`src/rtl/ja_traffic_light_multi_pkg.sv`:
```
// ja_traffic_pkg: shared types and default timing for the multi-approach
// traffic light controller.
//   tl_state_e   : FSM state encoding (also the value driven on the state port)
//   DEF_*        : default durations in ticks
//   next_phase() : round-robin successor of an approach index
package ja_traffic_pkg;

    typedef enum logic [2:0] {
        ALL_RED = 3'd0,
        GREEN   = 3'd1,
        YELLOW  = 3'd2,
        WALK    = 3'd3,
        FLASH   = 3'd4
    } tl_state_e;

    localparam int DEF_N_APP     = 2;
    localparam int DEF_GREEN_MIN = 4;
    localparam int DEF_GREEN_MAX = 8;
    localparam int DEF_YELLOW_T  = 2;
    localparam int DEF_ALLRED_T  = 1;
    localparam int DEF_WALK_T    = 3;
    localparam int DEF_FLASH_T   = 2;
    localparam int DEF_CNT_W     = 8;

    // Wraps to approach 0 after the last approach.
    function automatic logic [1:0] next_phase(input logic [1:0] ph, input int n);
        if (int'(ph) >= n - 1) return 2'd0;
        return ph + 2'd1;
    endfunction

endpackage

```
`src/rtl/ja_traffic_light_multi_if.sv`:
```
// ja_traffic_light_multi_if: bundles the controller's demand inputs and lamp
// outputs.
//   master : pin wrapper / bench side, drives tick, veh_sense, ped_req, night
//   slave  : controller side, drives red, yellow, green, walk, phase, state
// Signalling: there is no valid/ready handshake. Every input is a level that
// the controller samples on each rising clk edge; it only acts on it when
// tick is 1. Every output is a register and changes only on clk or rst.
interface ja_traffic_light_multi_if #(
    parameter int N_APP = 2
);
    logic             tick;
    logic [N_APP-1:0] veh_sense;
    logic             ped_req;
    logic             night;
    logic [N_APP-1:0] red;
    logic [N_APP-1:0] yellow;
    logic [N_APP-1:0] green;
    logic             walk;
    logic [1:0]       phase;
    logic [2:0]       state;

    modport master (
        output tick, veh_sense, ped_req, night,
        input  red, yellow, green, walk, phase, state
    );

    modport slave (
        input  tick, veh_sense, ped_req, night,
        output red, yellow, green, walk, phase, state
    );
endinterface

```
`src/rtl/ja_traffic_light_multi_tick_timer.sv`:
```
// ja_tick_timer: down-counter that advances only on enabled ticks.
//   clk, rst : clock, asynchronous active-high reset (counter <= RST_VAL)
//   load/val : load val this cycle (wins over counting)
//   tick     : decrement enable; the counter stops at zero
//   done     : counter is zero on a tick cycle (last tick of the interval)
module ja_tick_timer #(
    parameter int               CNT_W   = 8,
    parameter logic [CNT_W-1:0] RST_VAL = '0
) (
    input  logic             clk,
    input  logic             rst,
    input  logic             load,
    input  logic [CNT_W-1:0] val,
    input  logic             tick,
    output logic             done
);
    logic [CNT_W-1:0] cnt;

    always_ff @(posedge clk or posedge rst) begin
        if (rst)                    cnt <= RST_VAL;
        else if (load)              cnt <= val;
        else if (tick && cnt != '0) cnt <= cnt - 1'b1;
    end

    assign done = tick && (cnt == '0);
endmodule

```
`src/rtl/ja_traffic_light_multi.sv`:
```
// ja_traffic_light_multi: round-robin traffic light controller for N_APP
// approaches. It has a minimum and a maximum green, extends green for a
// vehicle that is waiting alone, latches a pedestrian walk phase and has a
// flashing-yellow night mode. All durations are counted in ticks.
//   clk, rst : clock, asynchronous active-high reset
//   bus      : slave modport. Inputs are tick, veh_sense, ped_req and night.
//              Outputs are the lamps, phase (approach owning the current or
//              last green) and state (FSM code).
// All lamp outputs are registers. They are decoded from the next-state
// values, so no input reaches an output without passing through a flop.
module ja_traffic_light_multi
    import ja_traffic_pkg::*;
#(
    parameter int N_APP     = DEF_N_APP,
    parameter int GREEN_MIN = DEF_GREEN_MIN,
    parameter int GREEN_MAX = DEF_GREEN_MAX,
    parameter int YELLOW_T  = DEF_YELLOW_T,
    parameter int ALLRED_T  = DEF_ALLRED_T,
    parameter int WALK_T    = DEF_WALK_T,
    parameter int FLASH_T   = DEF_FLASH_T,
    parameter int CNT_W     = DEF_CNT_W
) (
    input  logic                         clk,
    input  logic                         rst,
    ja_traffic_light_multi_if.slave      bus
);
    localparam logic [CNT_W-1:0] ALLRED_LD = CNT_W'(ALLRED_T - 1);
    localparam logic [CNT_W-1:0] GREEN_LD  = CNT_W'(GREEN_MAX - 1);
    localparam logic [CNT_W-1:0] YELLOW_LD = CNT_W'(YELLOW_T - 1);
    localparam logic [CNT_W-1:0] WALK_LD   = CNT_W'(WALK_T - 1);
    localparam logic [CNT_W-1:0] FLASH_LD  = CNT_W'(FLASH_T - 1);
    localparam logic [1:0]       PH_RST    = 2'(N_APP - 1);

    tl_state_e        state, st_n;
    logic [1:0]       phase, ph_n;
    logic             ped_pend, ped_n;
    logic             flash_ph, fl_n;
    logic [CNT_W-1:0] g_el, gel_n, e;
    logic             t_load, t_done;
    logic [CNT_W-1:0] t_val;
    logic [N_APP-1:0] ph_mask, oh_n;
    logic             hold;
    logic [N_APP-1:0] red_n, yel_n, grn_n;
    logic             walk_n;
    logic [N_APP-1:0] red_q, yel_q, grn_q;
    logic             walk_q;

    function automatic logic [N_APP-1:0] onehot(input logic [1:0] p);
        logic [N_APP-1:0] m;
        for (int i = 0; i < N_APP; i++) m[i] = (int'(p) == i);
        return m;
    endfunction

    // Green ends on the tick where the timer reaches zero, which is the
    // same tick as e == GREEN_MAX.
    ja_tick_timer #(.CNT_W(CNT_W), .RST_VAL(ALLRED_LD)) u_timer (
        .clk  (clk),
        .rst  (rst),
        .load (t_load),
        .val  (t_val),
        .tick (bus.tick),
        .done (t_done)
    );

    always_comb begin
        st_n    = state;
        ph_n    = phase;
        fl_n    = flash_ph;
        gel_n   = g_el;
        t_load  = 1'b0;
        t_val   = ALLRED_LD;
        ph_mask = onehot(phase);
        e       = g_el + 1'b1;
        // Extend only while the owning approach is the sole demand and no walk is waiting.
        hold    = (|(bus.veh_sense & ph_mask)) && !(|(bus.veh_sense & ~ph_mask)) && !ped_pend;

        if (bus.tick) begin
            unique case (state)
                ALL_RED: if (t_done) begin
                    t_load = 1'b1;
                    if (bus.night) begin
                        st_n  = FLASH;
                        t_val = FLASH_LD;
                        fl_n  = 1'b1;          // night mode starts with yellow lit
                    end else if (ped_pend || bus.ped_req) begin
                        st_n  = WALK;
                        t_val = WALK_LD;
                    end else begin
                        st_n  = GREEN;
                        t_val = GREEN_LD;
                        ph_n  = next_phase(phase, N_APP);
                        gel_n = '0;
                    end
                end
                GREEN: begin
                    gel_n = e;
                    if (bus.night || t_done || (e >= CNT_W'(GREEN_MIN) && !hold)) begin
                        st_n   = YELLOW;
                        t_load = 1'b1;
                        t_val  = YELLOW_LD;
                    end
                end
                YELLOW, WALK: if (t_done) begin
                    st_n   = ALL_RED;
                    t_load = 1'b1;
                    t_val  = ALLRED_LD;
                end
                FLASH: begin
                    if (!bus.night) begin
                        st_n   = ALL_RED;
                        t_load = 1'b1;
                        t_val  = ALLRED_LD;
                    end else if (t_done) begin
                        fl_n   = ~flash_ph;
                        t_load = 1'b1;
                        t_val  = FLASH_LD;
                    end
                end
                default: begin
                    st_n   = ALL_RED;
                    t_load = 1'b1;
                    t_val  = ALLRED_LD;
                end
            endcase
        end

        // Walk entry consumes the request. Night mode ignores and discards requests.
        if (state == FLASH || st_n == FLASH || (st_n == WALK && state != WALK))
            ped_n = 1'b0;
        else
            ped_n = ped_pend || bus.ped_req;
    end

    always_comb begin
        red_n  = '1;
        yel_n  = '0;
        grn_n  = '0;
        walk_n = 1'b0;
        oh_n   = onehot(ph_n);
        case (st_n)
            GREEN:   begin grn_n = oh_n; red_n = ~oh_n; end
            YELLOW:  begin yel_n = oh_n; red_n = ~oh_n; end
            WALK:    walk_n = 1'b1;
            FLASH:   begin red_n = '0; yel_n = {N_APP{fl_n}}; end
            default: ;
        endcase
    end

    always_ff @(posedge clk or posedge rst) begin
        if (rst) begin
            state    <= ALL_RED;
            phase    <= PH_RST;
            ped_pend <= 1'b0;
            flash_ph <= 1'b0;
            g_el     <= '0;
            red_q    <= '1;
            yel_q    <= '0;
            grn_q    <= '0;
            walk_q   <= 1'b0;
        end else begin
            state    <= st_n;
            phase    <= ph_n;
            ped_pend <= ped_n;
            flash_ph <= fl_n;
            g_el     <= gel_n;
            red_q    <= red_n;
            yel_q    <= yel_n;
            grn_q    <= grn_n;
            walk_q   <= walk_n;
        end
    end

    assign bus.red    = red_q;
    assign bus.yellow = yel_q;
    assign bus.green  = grn_q;
    assign bus.walk   = walk_q;
    assign bus.phase  = phase;
    assign bus.state  = state;
endmodule

```
`src/flat_wrapper.sv`:
```
// flat-port wrapper written by rule: the top's interface ports become plain ports
module ja_traffic_light_multi_flat import ja_traffic_pkg::*;
#(
    parameter int N_APP     = DEF_N_APP,
    parameter int GREEN_MIN = DEF_GREEN_MIN,
    parameter int GREEN_MAX = DEF_GREEN_MAX,
    parameter int YELLOW_T  = DEF_YELLOW_T,
    parameter int ALLRED_T  = DEF_ALLRED_T,
    parameter int WALK_T    = DEF_WALK_T,
    parameter int FLASH_T   = DEF_FLASH_T,
    parameter int CNT_W     = DEF_CNT_W
)
  (clk, rst, bus_tick, bus_veh_sense, bus_ped_req, bus_night, bus_red, bus_yellow, bus_green, bus_walk, bus_phase, bus_state);
  ja_traffic_light_multi_if #(.N_APP(N_APP)) bus_i ();
  input  logic clk;
  input  logic rst;
  input wire logic [$bits(bus_i.tick)-1:0] bus_tick;
  input wire logic [$bits(bus_i.veh_sense)-1:0] bus_veh_sense;
  input wire logic [$bits(bus_i.ped_req)-1:0] bus_ped_req;
  input wire logic [$bits(bus_i.night)-1:0] bus_night;
  output wire logic [$bits(bus_i.red)-1:0] bus_red;
  output wire logic [$bits(bus_i.yellow)-1:0] bus_yellow;
  output wire logic [$bits(bus_i.green)-1:0] bus_green;
  output wire logic [$bits(bus_i.walk)-1:0] bus_walk;
  output wire logic [$bits(bus_i.phase)-1:0] bus_phase;
  output wire logic [$bits(bus_i.state)-1:0] bus_state;
  assign bus_i.tick = bus_tick;
  assign bus_i.veh_sense = bus_veh_sense;
  assign bus_i.ped_req = bus_ped_req;
  assign bus_i.night = bus_night;
  assign bus_red = bus_i.red;
  assign bus_yellow = bus_i.yellow;
  assign bus_green = bus_i.green;
  assign bus_walk = bus_i.walk;
  assign bus_phase = bus_i.phase;
  assign bus_state = bus_i.state;
  ja_traffic_light_multi #(.N_APP(N_APP), .GREEN_MIN(GREEN_MIN), .GREEN_MAX(GREEN_MAX), .YELLOW_T(YELLOW_T), .ALLRED_T(ALLRED_T), .WALK_T(WALK_T), .FLASH_T(FLASH_T), .CNT_W(CNT_W)) u_core (.clk(clk), .rst(rst), .bus(bus_i));
endmodule
```
`config.mk`:
```
export PLATFORM = sky130hd
export DESIGN_NAME = ja_traffic_light_multi_flat
export DESIGN_NICKNAME = d
export VERILOG_FILES = /design/src/rtl/ja_traffic_light_multi_pkg.sv /design/src/rtl/ja_traffic_light_multi_if.sv /design/src/rtl/ja_traffic_light_multi_tick_timer.sv /design/src/rtl/ja_traffic_light_multi.sv /design/src/flat_wrapper.sv
export SDC_FILE = /design/constraint.sdc
export NUM_CORES = 1
export LEC_CHECK = 0
export CORE_MARGIN = 5
export CORE_UTILIZATION = 40
export DETAILED_ROUTE_END_ITERATION = 8
export DONT_BUFFER_PORTS = 1
export SYNTH_ARGS = -nofsm -noshare
export SYNTH_HDL_FRONTEND = slang
export SYNTH_HIERARCHICAL = 1
export SYNTH_SLANG_ARGS = --single-unit
```
`constraint.sdc`:
```
create_clock -name clk -period 3.2 [get_ports clk]
set_clock_uncertainty 0.1 [all_clocks]
set_input_delay 0.48 -clock clk [delete_from_list [all_inputs] [get_ports clk]]
set_output_delay 0.48 -clock clk [all_outputs]
set_load 0.02 [all_outputs]
```
* After elaboration in Yosys (flattened, before gate mapping) *
Index checks and enable logic that the tools add are counted.

cells by class
  equality and inequality tests = 14
  add/sub/neg operators = 3
  bitwise gates (word level) = 5
  mux-type cells = 51
  magnitude comparators = 2
  reductions and logical operators = 27

operators with widths
  cell                                                  number
  two-way mux 8 bit                                     9
  case mux 8 bit (3 select lines)                       1
  two-way mux 3 bit                                     7
  two-way mux 1 bit                                     19
  two-way mux 2 bit                                     9
  case mux 8 bit (2 select lines)                       1
  equality test 3 x 2 -> 1 bit (second input constant)  4
  case mux 3 bit (4 select lines)                       1
  adder 8 x 1 -> 8 bit (second input constant)          1
  >= comparator 8 x 3 -> 1 bit (second input constant)  1
  logical NOT 8 bit                                     1
  case mux 2 bit (2 select lines)                       2
  nonzero test 8 bit                                    1
  OR reduction 2 bit                                    4
  subtractor 8 x 1 -> 8 bit (second input constant)     1
  equality test 3 x 1 -> 1 bit (second input constant)  2
  equality test 3 bit (second input constant)           2
  logical AND 1 bit                                     6
  logical OR 1 bit                                      5
  AND reduction 5 bit                                   1
  bitwise AND 2 bit                                     2
  equality test 2 bit (second input constant)           2
  logical NOT 2 bit                                     2
  inequality test 2 bit (second input constant)         2
  12 further kinds                                      16

word-level totals
  output and inout bits = 12
  register bits = 30
  bits of input ports = 7
  logic and storage cells = 112

* Longest topological paths before layout *
  word-level depth = 17
  gate-level depth with buffers = 12
  depth with buffers taken out = 11

* Cells and area by module *
The synthesis kept the hierarchy.

modules (own cells, without submodules)
  module                  seq. area each (um^2)  times used  cells each  area each (um^2)
  ja_traffic_light_multi  554.3                  1           155         1,411.4
  ja_tick_timer           200.2                  1           59          504.2

* Worst setup path after synthesis *
OpenSTA, ideal clock, no wires.

  path type = reg2reg
  from = register u_core.u_timer.cnt[4]
  to = register u_core.red_q[1] (netlist: u_core/bus.red[1])
  arrival time = 2.891 ns
  library setup time = 0.082 ns
  path buffers = 0
  setup slack = 0.126 ns
  cell stages (with the launch flop) = 9
  clock period less this slack = 3.074 ns
  data required time = 3.018 ns
  cell sequence = dfrtp_1 > or4_4 > nor3_1 > and3b_4 > nand4_4 > or3b_1 > a21o_1 > o31a_1 > mux2_4

on the way
  cells in the longest elaborated chain, start to end = 10

ends and longest elaborated chain
  element                                                                              RTL line                                 source
  from (decl)                                                                          ja_traffic_light_multi_tick_timer.sv:17  logic [CNT_W-1:0] cnt;
  from (signal assigned)                                                               ja_traffic_light_multi_tick_timer.sv:21  else if (load) cnt <= val;
  from (signal assigned)                                                               ja_traffic_light_multi_tick_timer.sv:22  else if (tick && cnt != '0) cnt <= cnt - 1'b1;
  logical NOT 8 bit *                                                                  ja_traffic_light_multi_tick_timer.sv:25  assign done = tick && (cnt == '0);
  logical AND 1 bit *                                                                  ja_traffic_light_multi_tick_timer.sv:25
  via u_core.t_done                                                                    ja_traffic_light_multi.sv:39             logic t_load, t_done;
  logical OR 1 bit (2 in series)                                                       ja_traffic_light_multi.sv:97             if (bus.night || t_done || (e >= CNT_W'(GREEN_MIN) && !hold)) begin
  two-way mux 3 bit                                                                    ja_traffic_light_multi.sv:97
  case mux 3 bit (4 select lines)                                                      ja_traffic_light_multi.sv:78             unique case (state)
  two-way mux 3 bit                                                                    ja_traffic_light_multi.sv:77             if (bus.tick) begin
  equality test 3 x 2 -> 1 bit / equality test 3 x 1 -> 1 bit (equally long branches)  ja_traffic_light_multi.sv:140            case (st_n)
  OR reduction 2 bit (no source line)                                                  n/a
  case mux 2 bit (2 select lines) *                                                    ja_traffic_light_multi.sv:140
  via u_core.red_n[1]                                                                  ja_traffic_light_multi.sv:43             logic [N_APP-1:0] red_n, yel_n, grn_n;
  to (signal assigned)                                                                 ja_traffic_light_multi.sv:166            red_q <= red_n;
  to (decl)                                                                            ja_traffic_light_multi.sv:45             logic [N_APP-1:0] red_q, yel_q, grn_q;

Mark *: on every way through the listed nets, which the timed path passes. The rest lies on a longest branch.
A chain may end at the register's enable or synchronous reset.

* Final worst setup path *
Same ends and word-level chain as after synthesis.

==> results.py <==
metrics = {
    "critical_path": {
        "crit_path_cell_trace": "or4_4, nor3_1, and3b_4, nand4_4, or3b_1, a21o_1, o31a_1, mux2_4",
        "cp.arrival_ns": 3.07,
        "cp-startpoint": "u_core/u_timer/cnt[4]",
        "cpPeakStageDelay_ns": 0.59,
        "cp_max_fo": 6,
        "worst-setup-path-type": "flop to flop",
        "cp.required_ns": 3.31,
        "slowest_stage": "or4_4",
        "reg2reg_from": "u_core/u_timer/cnt[4]",
        "endpoint_kind": "flop",
        "start_kind": "flop",
    },
    "floorplanning": {
        "dieWidth_um": 79.2,
        "io_pins": 19,
        "start_util_pct": 40.8,
        "coreArea_um2": 4690,
        "die_h_um": 79.2,
        "rows": 25,
        "dieArea_um2": 6270,
    },
    "status": {
        "run_status": "completed",
    },
    "finish": {
        "final_area_um2": 2110,
        "stdcell_count": 276,
        "area_delta_synth_final_pct": 10.1,
        "final_common_cell": "dfrtp_1",
        "fillers": 466,
        "diodes": 0,
        "mostFrequentLayoutCells": "dfrtp_1 (27), nand2_1 (20), o21ai_0 (20)",
        "final_layout_size_suffix_gt1_share_pct": 17.1,
        "fin_nets": 232,
    },
    "sta": {
        "slew_headroom_pct": 42.1,
        "drv_slew": 0,
        "setup-violations-final": 0,
        "setup_tns_ns": 0,
        "hold_viol": 0,
        "worstMarginPinSlew_ns": 0.867,
        "max_freq_mhz": 338,
        "fin_crit_sh_pct": 92.5,
        "fin_crit_ns": 2.96,
        "rsz0062_at_grt": "false",
    },
    "yosys": {
        "synth_mux_area_share_pct": 4.18,
        "syn-cell-area_um2": 1920,
        "yosysSeqAreaShare_pct": 39.4,
        "yosys_warnings": 6,
        "synthSimpleGateAreaFrac_pct": 24.3,
        "ys.flop_type": "dfrtp_1",
        "synth_cell_types": 57,
        "synth-xor-area-share_pct": 0.457,
        "synth_fa_ha_area_share_pct": 2.61,
        "syn_inst": 214,
        "synthArstFlopShare_pct": 100,
        "synth_top_family_by_area": "simple AND/OR/NAND/NOR gates",
        "syn_area_per_cell_um2": 8.95,
        "synth_edf_count": 0,
        "synth-seq-cells": 30,
        "synth_compound_area_share_pct": 24.2,
    },
    "clock_tree": {
        "cts-resized-gates": 0,
        "cts_tree": "built",
        "h-tree-depth": 2,
        "cts_buffers": 5,
        "clkSlewWorstSetupHoldPaths_ns": 0.07,
        "cts_setup_buffers": 0,
        "hold_buffers": 1,
        "clkLatencyLatePin_ns": 0.28,
        "root_buffer": "clkbuf_8",
        "clk_path_buf_depth": 2,
        "cts.sinks": 30,
    },
    "global_routing": {
        "gr-usage-all-layers_pct": 14.5,
        "grt_pass1_vias": 1465,
        "grt_max_degree": 23,
        "antenna_found_initial": 0,
        "grt_pass1_wl_mm": 7.04,
        "grt_overflow": 0,
    },
    "pwr": {
        "irDropWorstVdd_v": 0.000339,
        "powerDensity_nw_per_um2": 648,
        "p_leak_nw": 0.866,
    },
    "detailed_routing": {
        "first_pass_iters": 4,
        "ant_nets": 0,
        "via_count": 1575,
        "wl_per_cell_um": 15.6,
        "drt_iter0_drc": 50,
        "totalWireLength_mm": 4.31,
        "viasPerCell": 5.71,
        "drc": 0,
    },
    "placement": {
        "hpwl_mm": 2.95,
        "dpl-instance-area_um2": 1990,
        "dp.cells": 267,
        "numPortBuffers": 0,
        "gp_congestion": 0.838,
    },
    "hold_path": {
        "hp-class": "primary input to async pin",
    },
    "flow_run": {
        "maxCapViolCount": 0,
    },
}
## per-stage QoR
stage	hold slack (ns)	power, mW	util, %	setup slack [ns]
finish	0.163	1.37	44.9	0.239
global route	0.228	1.46	44.9	0.129
CTS	0.183	1.38	44.9	0.254
detailed placement	0.251	1.01	42.4	0.269
global placement	0.243	1.00	42.4	0.331
floorplan	0.196	0.909	-	0.126
## cell usage after synthesis (5+ instances only)
cell,n,share of area [%]
dfrtp_1,27,35
o21ai_0,20,5.2
nand3_1,6,1.6
nor2_1,17,3.3
nor3_1,7,1.8
nand2_1,20,3.9
a21oi_1,13,3.4
inv_1,12,2.4
buf_2,5,1.3
## report_power, final
group / switching (mW) / internal, mW / leakage [nW] / total, mW
sequential: 0.122 / 0.467 / 0.381 / 0.589
combinational: 0.231 / 0.187 / 0.427 / 0.418
clock: 0.143 / 0.217 / 0.0575 / 0.360
## logic make-up (layout without fill, tap and decap cells)
logic type | Yosys count | after routing
AND/OR/NAND/NOR | 80 | 80
buffers and inverters | 22 | 26
flip-flops | 30 | 30
other | 1 | 5
AO/OA/AOI/OAI | 69 | 69
XOR/XNOR | 1 | 1
multiplexers | 7 | 7
adder cells (fa/ha/maj) | 4 | 4
## state kept, by name, indices dropped and copies added, names as in the netlist
name                cells
u_core/ped_pend         1
u_core/bus.red          2
u_core/g_el             8
u_core/u_timer/cnt      8
u_core/bus.state        3
u_core/flash_ph         1
u_core/bus.phase        2
u_core/bus.green        2
u_core/bus.yellow       2
u_core/bus.walk         1
## area by class of cell
class                   count  area, um^2  area share, %
multi-input cells         166        1090           51.6
clock buffers               8         110           5.22
inverters                  13        48.8           2.31
repair buffers              5        40.0           1.90
flip-flops and latches     30         754           35.8
well taps                  54        67.6           3.20
## worst max-delay path: cells and delay by family (launching register included)
kind	cells	cell delay [ns]
AOI/OAI and AO/OA	2	0.45
DFF	1	0.42
muxes	1	0.26
and+or+nand+nor	5	1.67
## worst paths after layout
path                                         end  slack [ns]  cells after the start
setup / recovery               u_core/bus.red[1]        0.24                      8
hold / removal               u_core/bus.phase[1]        0.16                      1
setup reg to reg               u_core/bus.red[1]        0.24                      8
hold reg to reg                  u_core/flash_ph        0.42                      1
max in group asynchronous  u_core/u_timer/cnt[3]        2.26                      2
min in group clk           u_core/u_timer/cnt[1]        0.26                      2
## metal layers
| layer | vias up | track usage (%) | share of wire [%] |
|---|---|---|---|
| met5 | - | 0 | 0 |
| met2 | 25 | 21.2 | 44 |
| met1 | 757 | 18.3 | 49 |
| met4 | 0 | 8.42 | 1.5 |
| met3 | 6 | 5.10 | 5.3 |
| li1 | 787 | - | - |
Power figures use the tool's default switching activity.
